### src/rtl/keccak_pkg.sv
// Shared Keccak-f[1600] constants and the squeeze FSM state type.
// Latency: n/a (declarations only).
// Backpressure: n/a.
package keccak_pkg;

  localparam int LANE_W              = 64;
  localparam int STATE_W             = 1600;
  localparam int NUM_LANES           = 25;
  localparam int SHAKE128_RATE_LANES = 21;
  localparam int SHAKE256_RATE_LANES = 17;

  // Wide enough to index any lane of the 25-lane state.
  localparam int LANE_IDX_W          = 5;

  typedef enum logic [1:0] {
    IDLE      = 2'd0,
    WAIT_PERM = 2'd1,
    STREAM    = 2'd2,
    REQ       = 2'd3
  } sq_state_e;

endpackage

### src/rtl/shake_rate_buf.sv
// Capture register for the rate lanes of the Keccak state, with a lane-select read mux.
// Latency: load takes effect on the next clk edge; the read mux is combinational from registered contents.
// Backpressure: none; contents hold until the next load.
//
// Ports:
//   clk, rst   clock and synchronous active-high reset (contents cleared)
//   load       capture lanes 0..RATE_LANES-1 of state_in this cycle
//   state_in   full 1600-bit core state; lane i = state_in[64*i +: 64]
//   lane_sel   lane index to present on lane_dat
//   lane_dat   selected captured lane (zero when lane_sel is out of range)
module shake_rate_buf
  import keccak_pkg::*;
#(
  parameter int RATE_LANES = SHAKE128_RATE_LANES
) (
  input  logic                  clk,
  input  logic                  rst,
  input  logic                  load,
  input  logic [STATE_W-1:0]    state_in,
  input  logic [LANE_IDX_W-1:0] lane_sel,
  output logic [LANE_W-1:0]     lane_dat
);

  logic [LANE_W-1:0] rate_q [RATE_LANES];
  logic [LANE_W-1:0] rate_d [RATE_LANES];

  always_comb begin
    for (int i = 0; i < RATE_LANES; i++) begin
      rate_d[i] = load ? state_in[LANE_W*i +: LANE_W] : rate_q[i];
    end
  end

  always_ff @(posedge clk) begin
    if (rst) begin
      for (int i = 0; i < RATE_LANES; i++) begin
        rate_q[i] <= '0;
      end
    end else begin
      for (int i = 0; i < RATE_LANES; i++) begin
        rate_q[i] <= rate_d[i];
      end
    end
  end

  // Compare-based mux so a non-power-of-two lane count never indexes past the array.
  always_comb begin
    lane_dat = '0;
    for (int i = 0; i < RATE_LANES; i++) begin
      if (lane_sel == LANE_IDX_W'(i)) begin
        lane_dat = rate_q[i];
      end
    end
  end

  // Capacity lanes are deliberately never captured.
  if (RATE_LANES < NUM_LANES) begin : g_capacity
    logic unused_capacity;
    assign unused_capacity = ^state_in[STATE_W-1:LANE_W*RATE_LANES];
  end

endmodule

### src/rtl/shake_squeezer.sv
// SHAKE squeeze reader: captures the rate lanes after each permutation and streams them as 64-bit lanes.
// Latency: perm_valid at t gives lane 0 at t+1; last-lane handshake at u gives perm_req at u+1.
// Backpressure: out_data/out_last hold while out_valid & !out_ready; next permutation only requested after the last lane.
//
// Ports:
//   clk, rst               clock and synchronous active-high reset
//   start, stop            open a session from IDLE / abort to IDLE (stop wins)
//   perm_state, perm_valid core state and its completion strobe (sampled only in WAIT_PERM)
//   perm_req               one-cycle request for the next permutation
//   out_data/valid/ready   lane stream; out_last marks lane RATE_LANES-1
//   blk_cnt                blocks fully delivered this session (wraps)
//   busy                   session active (any state but IDLE)
module shake_squeezer
  import keccak_pkg::*;
#(
  parameter int RATE_LANES = SHAKE128_RATE_LANES
) (
  input  logic               clk,
  input  logic               rst,
  input  logic               start,
  input  logic               stop,
  input  logic [STATE_W-1:0] perm_state,
  input  logic               perm_valid,
  output logic               perm_req,
  output logic [LANE_W-1:0]  out_data,
  output logic               out_valid,
  input  logic               out_ready,
  output logic               out_last,
  output logic [7:0]         blk_cnt,
  output logic               busy
);

  sq_state_e             state_q, state_d;
  logic [LANE_IDX_W-1:0] lane_idx_q, lane_idx_d;
  logic [7:0]            blk_cnt_q, blk_cnt_d;

  logic                  last_lane;
  logic                  hs;
  logic                  load;
  logic [LANE_W-1:0]     lane_dat;

  assign last_lane = (lane_idx_q == LANE_IDX_W'(RATE_LANES - 1));
  assign hs        = (state_q == STREAM) && out_ready;
  assign load      = (state_q == WAIT_PERM) && perm_valid && !stop;

  shake_rate_buf #(
    .RATE_LANES (RATE_LANES)
  ) u_rate_buf (
    .clk      (clk),
    .rst      (rst),
    .load     (load),
    .state_in (perm_state),
    .lane_sel (lane_idx_q),
    .lane_dat (lane_dat)
  );

  // State register together with the lane and block counters.
  always_ff @(posedge clk) begin
    if (rst) begin
      state_q    <= IDLE;
      lane_idx_q <= '0;
      blk_cnt_q  <= '0;
    end else begin
      state_q    <= state_d;
      lane_idx_q <= lane_idx_d;
      blk_cnt_q  <= blk_cnt_d;
    end
  end

  // Next state; stop overrides every other transition.
  always_comb begin
    state_d = state_q;
    unique case (state_q)
      IDLE:      if (start)            state_d = WAIT_PERM;
      WAIT_PERM: if (perm_valid)       state_d = STREAM;
      STREAM:    if (hs && last_lane)  state_d = REQ;
      REQ:                             state_d = WAIT_PERM;
      default:                         state_d = IDLE;
    endcase
    if (stop) begin
      state_d = IDLE;
    end
  end

  // Counters. A lane accepted alongside stop is consumed, but never completes a block.
  always_comb begin
    lane_idx_d = lane_idx_q;
    blk_cnt_d  = blk_cnt_q;
    if (stop) begin
      lane_idx_d = '0;
    end else begin
      unique case (state_q)
        IDLE:      if (start)      blk_cnt_d  = '0;
        WAIT_PERM: if (perm_valid) lane_idx_d = '0;
        STREAM: begin
          if (hs) begin
            if (last_lane) blk_cnt_d  = blk_cnt_q + 8'd1;
            else           lane_idx_d = lane_idx_q + LANE_IDX_W'(1);
          end
        end
        default: ;
      endcase
    end
  end

  // Outputs decode registered state only.
  always_comb begin
    perm_req  = (state_q == REQ);
    out_valid = (state_q == STREAM);
    out_last  = (state_q == STREAM) && last_lane;
    out_data  = (state_q == STREAM) ? lane_dat : '0;
    busy      = (state_q != IDLE);
    blk_cnt   = blk_cnt_q;
  end

endmodule
### config.mk
export PLATFORM = sky130hd
export DESIGN_NAME = shake_squeezer
export DESIGN_NICKNAME = d
export VERILOG_FILES = /design/src/rtl/keccak_pkg.sv /design/src/rtl/shake_rate_buf.sv /design/src/rtl/shake_squeezer.sv
export SDC_FILE = /design/constraint.sdc
export NUM_CORES = 2
export LEC_CHECK = 0
export ABC_CLOCK_PERIOD_IN_PS = 3900
export CAP_MARGIN = 20
export CORE_AREA = 2 2 648 650
export CTS_BUF_LIST = sky130_fd_sc_hd__clkbuf_4 sky130_fd_sc_hd__clkbuf_8 sky130_fd_sc_hd__clkbuf_16
export CTS_CLUSTER_SIZE = 10
export DETAILED_ROUTE_END_ITERATION = 8
export DIE_AREA = 0 0 650 652
export GPL_TIMING_DRIVEN = 0
export PLACE_DENSITY = 0.37
export SETUP_SLACK_MARGIN = 0.4
export SLEW_MARGIN = 10
export SYNTH_ARGS = -nofsm -noshare
export SYNTH_HDL_FRONTEND = slang
export SYNTH_SLANG_ARGS = --single-unit
### constraint.sdc
create_clock -name clk -period 3.9 [get_ports clk]
set_input_delay 0.78 -clock clk [delete_from_list [all_inputs] [get_ports clk]]
set_output_delay 0.78 -clock clk [all_outputs]
set_load 0.005 [all_outputs]
; After elaboration in Yosys (flattened, before gate mapping)
; Memory sizes are Yosys's and may differ from the RTL's.
; Cells that the tools add are included.
; W data, S select, Z words.
[op_classes]
shift = 0
n_lt_le_gt_ge = 0
n_mux = 79
mul = 0
n_bitwise = 22
n_div = 0
reduce_logical = 15
n_eq_ne = 29
add_sub_neg = 2
[ops]
columns = operator, n
row1 = $mux W64, 64
row2 = $eq A5 B4 Y1 const B, 8
row3 = $eq A5 B5 Y1 const B, 5
row4 = $mux W8, 3
row5 = $or A1 B1 Y1, 21
row6 = $eq A5 B3 Y1 const B, 4
row7 = $pmux W8 S2, 1
row8 = $mux W5, 3
row9 = $eq A5 B2 Y1 const B, 2
row10 = $pmux W5 S2, 1
row11 = $add A8 B1 Y8 const B, 1
row12 = $pmux W2 S4, 1
row13 = $mux W2, 3
row14 = $ne A2 B1 Y1 const B, 3
row15 = $ne A2 B2 Y1 const B, 3
row16 = $reduce_bool A2 Y1, 3
row17 = $add A5 B1 Y5 const B, 1
row18 = $eq A5 B1 Y1 const B, 1
row19 = $logic_and A1 B1 Y1, 5
row20 = $logic_not A5 Y1, 1
row21 = $reduce_and A5 Y1, 1
row22 = $eq A2 B2 Y1 const B, 2
row23 = $reduce_and A4 Y1, 1
row24 = $mux W1, 3
row25 = other kinds (6), 6
[word_totals]
word_cells = 151
n_memories = 1
output_inout_bits = 76
ram_bits = 1344
in_bits = 1606
latch_bits = 0
regBits = 15
mem_bits_ro = 0
[mem_list]
columns = memory, depth, width, rd, rd_ports_with_merged_regs, wr, line_no
row1 = u_rate_buf.rate_q, 21, 64, 21, 0, 21, shake_rate_buf.sv:24  ; logic [LANE_W-1:0] rate_q [RATE_LANES];

; Depth between registers and ports, before layout
[depth]
ltp_word = 23
depth_mapped = 16
depth_no_buf = 9

; Modules after synthesis
; Synthesis repeated with hierarchy kept, for this count alone.
[unflattened]
hier_cells = 6382
area_unflattened_um2 = 59889.9
[by_module_without_submodules]
columns = module, cells_per_inst, seq_area_each_um2, n_inst, area_per_inst_um2
row1 = shake_rate_buf, 6205, 26905.8, 1, 58562.4
row2 = shake_squeezer, 177, 300.3, 1, 1327.5

; Least setup slack after synthesis
; Ideal clock, no wire load.
[synth_timing]
path_type = reg2out
startpoint = reg lane_idx_q[0]
endpoint = out out_data[13]
required_time_ns = 3.120
n_path_buf = 8
stages_incl_launch_ff = 16
slack_ns = -0.202
arrival_time_ns = 3.322
path_cell_list = dfxtp_1 -> ha_1 -> buf_2 -> buf_4 -> buf_2 -> buf_1 -> buf_2 -> and3_1 -> ha_1 -> clkbuf_1 -> clkbuf_1 -> clkbuf_1 -> nand3_1 -> nand3_1 -> o221ai_1 -> o31ai_1
[synth_via]
elab_chain_len = 23
word_cells_on_any_way = 43
cone_classes = eq/ne: 20 / mux: 22 / reduce/logical: 1
[synth_lines]
columns = element, line_no
row1 = from (decl), shake_squeezer.sv:34  ; logic [LANE_IDX_W-1:0] lane_idx_q, lane_idx_d;
row2 = from (signal assigned), shake_squeezer.sv:65  ; lane_idx_q <= lane_idx_d;
row3 = $logic_not A5 Y1, shake_rate_buf.sv:49  ; if (lane_sel == LANE_IDX_W'(i)) begin
row4 = $mux W64 (20 in series), shake_rate_buf.sv:49
row5 = $mux W64 *, shake_rate_buf.sv:49
row6 = $mux W64 *, shake_squeezer.sv:111  ; out_data = (state_q == STREAM) ? lane_dat : '0;
row7 = to (decl), shake_squeezer.sv:25  ; output logic [LANE_W-1:0] out_data,
; Every way passes the cells marked *; elsewhere a longest branch is shown, timed or not.

; Worst setup path after layout
[layout_timing]
startpoint = reg lane_idx_q[0]
endpoint = out out_data[37]
; Same word-level chain as after synthesis.

==> flow_summary.json <==
{
  "vias": 76987,
  "p_total_w": 0.0352,
  "slew_headroom": 0.223,
  "reg2reg_depth": 9,
  "top_usage_layer": "met2",
  "synth_seq_cells": 1359,
  "ios": 1682,
  "routedWlPerCell_um": 41.7,
  "drc_errors": 0,
  "min_path_type": "input pin to flip-flop",
  "fmax_mhz": 180,
  "cp-end-kind": "primary output",
  "violations": "setup timing",
  "crit_start": "lane_idx_q[0]",
  "ctsLongestPathBuffers": 4,
  "drive_above_1_share": 0.153,
  "dp_hpwl_mm": 576,
  "first_pass_iters": 6,
  "clkTransAtPathRegs_ps": 70,
  "clkPwrFrac": 0.492,
  "fin_crit_sh": 1.43,
  "critPathArrivalTime_ps": 4790,
  "grt_pass1_vias": 72812,
  "r2r_start": "state_q[1]",
  "final_common_cell": "nand2_1",
  "die-height_um": 652,
  "worstPathMaxFanout": 4,
  "antenna_left": 0,
  "wl_mm": 664,
  "grt_max_degree": 14,
  "placement.io_buffers": 1424,
  "vias_per_cell": 4.83,
  "use_met1": 0.385,
  "stdcell_area_um2": 98100,
  "yosysSeqAreaShare": 0.444,
  "hold_viol": 0,
  "maxCapViolations": 0,
  "internal-power_w": 0.0256,
  "synth_area_per_cell_um2": 7.25,
  "grt_usage": 0.299,
  "final-seq-area_um2": 27200,
  "required_ps": 3120,
  "nNetsFinal": 11922,
  "drt_iter0_markers": 8727,
  "mostFrequentLayoutCells": "nand2_1 (2,935), a21oi_1 (1,622), clkdlybuf4s50_1 (1,359)",
  "switching_share": 0.272,
  "start_kind": "flip-flop",
  "worst_pin_slew_ps": 1170,
  "ys.flop_type": "dfxtp_1",
  "rsz0062_at_grt": "true",
  "final-setup-viol-count": 64,
  "overflow": 0,
  "syn-instance-count": 8450,
  "cts.sinks": 1359,
  "hold_buffers": 0,
  "place.gp.congestion": 1.02,
  "power_frac_seq": 0.411,
  "initial_core_util": 0.147,
  "die_area_um2": 424000,
  "dpl-instance-area_um2": 83300,
  "yosysWarnings": 0,
  "cts-root-buf": "clkbuf_16",
  "antenna_found_initial": 160,
  "use_met3": 0.0555,
  "switchingPower_w": 0.00959,
  "synth_async_sr_flop_share": 0,
  "area_delta_synth_final_pct": 60.1,
  "worstHoldPathCells": 3,
  "synth_cell_types": 87,
  "multi_input_area_um2": 36200,
  "slew_violations": 0,
  "cts_tree": "done",
  "cts_made_buffers": 181,
  "endpoint": "out_data[37]",
  "grt_use_met2": 0.469,
  "die_w_um": 650,
  "synth_area_um2": 61300,
  "status": "finished with violations",
  "r2r-end": "u_rate_buf.rate_q[0][1090]",
  "fp-row-count": 237,
  "setup_ws_ps": -1670,
  "combPwrFrac": 0.096,
  "n_fill_cell": 46526,
  "worstSkewPairLatency_ps": 960,
  "p_per_area_nw_per_um2": 359,
  "synth_edf_count": 0,
  "ir_drop_mv": 0.294,
  "syn_nets": 10067,
  "r2r_slack_ps": 510,
  "grt_pass1_wl_mm": 816,
  "path_class": "flip-flop to primary output",
  "core_area_um2": 416000,
  "cts_max_level": 4,
  "skew_ps": 78.4,
  "post-route-min-period_ps": 5570,
  "static-leakage-power_nw": 31.8
}
-- registers in the layout (all words and copies together) (netlist names) --
register	flops
state_q	2
lane_idx_q	5
blk_cnt	8
u_rate_buf.rate_q	1344
-- cell usage after synthesis (18+ instances only) --
master / n / area share
a211oi_1: 46 / 0.0056
a21o_1: 25 / 0.0031
a21oi_1: 1694 / 0.14
a221o_1: 25 / 0.0041
a221oi_1: 84 / 0.012
a22o_1: 18 / 0.0026
a22oi_1: 50 / 0.0061
a2bb2oi_1: 22 / 0.0031
a31oi_1: 49 / 0.0050
and2_1: 34 / 0.0035
buf_1: 56 / 0.0034
buf_2: 106 / 0.0087
clkbuf_1: 580 / 0.036
dfxtp_1: 1359 / 0.44
nand2_1: 2948 / 0.18
nand2b_1: 32 / 0.0033
nand3_1: 82 / 0.0067
nand3b_1: 48 / 0.0059
nor2_1: 220 / 0.013
nor2b_1: 36 / 0.0037
nor3_1: 58 / 0.0047
o2111ai_1: 23 / 0.0033
o211ai_1: 40 / 0.0049
o21a_1: 46 / 0.0056
o21ai_0: 197 / 0.016
o21ai_1: 21 / 0.0017
o221ai_1: 76 / 0.011
o22ai_1: 79 / 0.0081
o2bb2ai_1: 23 / 0.0033
o32ai_1: 19 / 0.0027
or3_1: 37 / 0.0038
-- worst max-delay path, stage by stage, from the launching register on --
cell and delay, ps:
dfxtp_4 370, ha_4 180, buf_12 130, buf_12 140
buf_16 140, buf_12 120, buf_12 130, and3_4 150
ha_4 220, clkbuf_16 190, clkbuf_16 160, clkbuf_16 150
a21oi_4 230, nand4_1 380, a211oi_4 700, o22ai_2 190
buf_6 180
-- power groups by stage --
stage | registers [W] | clock network (W) | logic [W]
after CTS | 0.0145 | 0.0175 | 0.00338
after floorplan | 0.0145 | 0 | 0.000689
after global placement | 0.0147 | 0 | 0.00332
final | 0.0145 | 0.0173 | 0.00339
after global routing | 0.0145 | 0.0180 | 0.00350
after detailed placement | 0.0147 | 0 | 0.00332
-- cells by family (layout without fill, tap and decap cells) --
| kind of cell | after synthesis | in the layout | share of synthesized area |
|---|---|---|---|
| buf+inv | 785 | 2750 | 0.0526 |
| simple gates | 3603 | 3603 | 0.241 |
| flops | 1359 | 1359 | 0.444 |
| xor+xnor | 6 | 6 | 0.000858 |
| other cells | 0 | 30 | 0 |
| compound gates | 2672 | 2672 | 0.257 |
| fa+ha+maj | 11 | 11 | 0.00225 |
| mux | 14 | 14 | 0.00239 |
-- metal layers --
metal | wire [µm] | part of all wire | vias to the layer above
met5 | 393 | 0.00059 | -
met4 | 47000 | 0.071 | 58
met3 | 47600 | 0.072 | 1113
met2 | 289000 | 0.43 | 4458
met1 | 281000 | 0.42 | 38596
li1 | - | - | 32762
-- through the flow --
stage | std cells | utilization | setup slack, ps | hold slack [ps] | setup TNS [ps]
after CTS | 15818 | 0.231 | -1610 | 364 | -82520
after floorplan | 8450 | - | 423 | 431 | 0
after global placement | 15371 | 0.198 | -4920 | 441 | -2082170
after global routing | 15916 | 0.236 | -1520 | 410 | -82660
after detailed placement | 15433 | 0.200 | -3540 | 443 | -268090
final | 15942 | 0.236 | -1670 | 406 | -84170
-- layout make-up --
cell class,count,area share
inverter,18,0.000804
clock buffer,250,0.0533
tap,5497,0.0701
buffer,767,0.0490
antenna,30,0.000766
sequential,1359,0.278
multi-input combinational,6306,0.370
clock inverter,43,0.00642
timing repair buffer,1672,0.172
-- what timing repair did --
item | 4_1_cts | 5_1_grt
gates resized for setup | 1601 | 345
cloned | 6 | 3
endpoints found under the setup margin | 90 | 112
pin swaps | 206 | 152
setup buffers | 86 | 91
-- worst min path at each step --
stage / startpoint / to
floorplan: u_rate_buf.rate_q[0][128] / u_rate_buf.rate_q[0][128]
detailed placement: u_rate_buf.rate_q[0][817] / u_rate_buf.rate_q[0][817]
finish: perm_state[1128] / u_rate_buf.rate_q[0][1128]
global route: perm_state[913] / u_rate_buf.rate_q[0][913]
global placement: u_rate_buf.rate_q[0][128] / u_rate_buf.rate_q[0][128]
CTS: perm_state[182] / u_rate_buf.rate_q[0][182]
No activity file was read; power rests on OpenSTA's default activity.
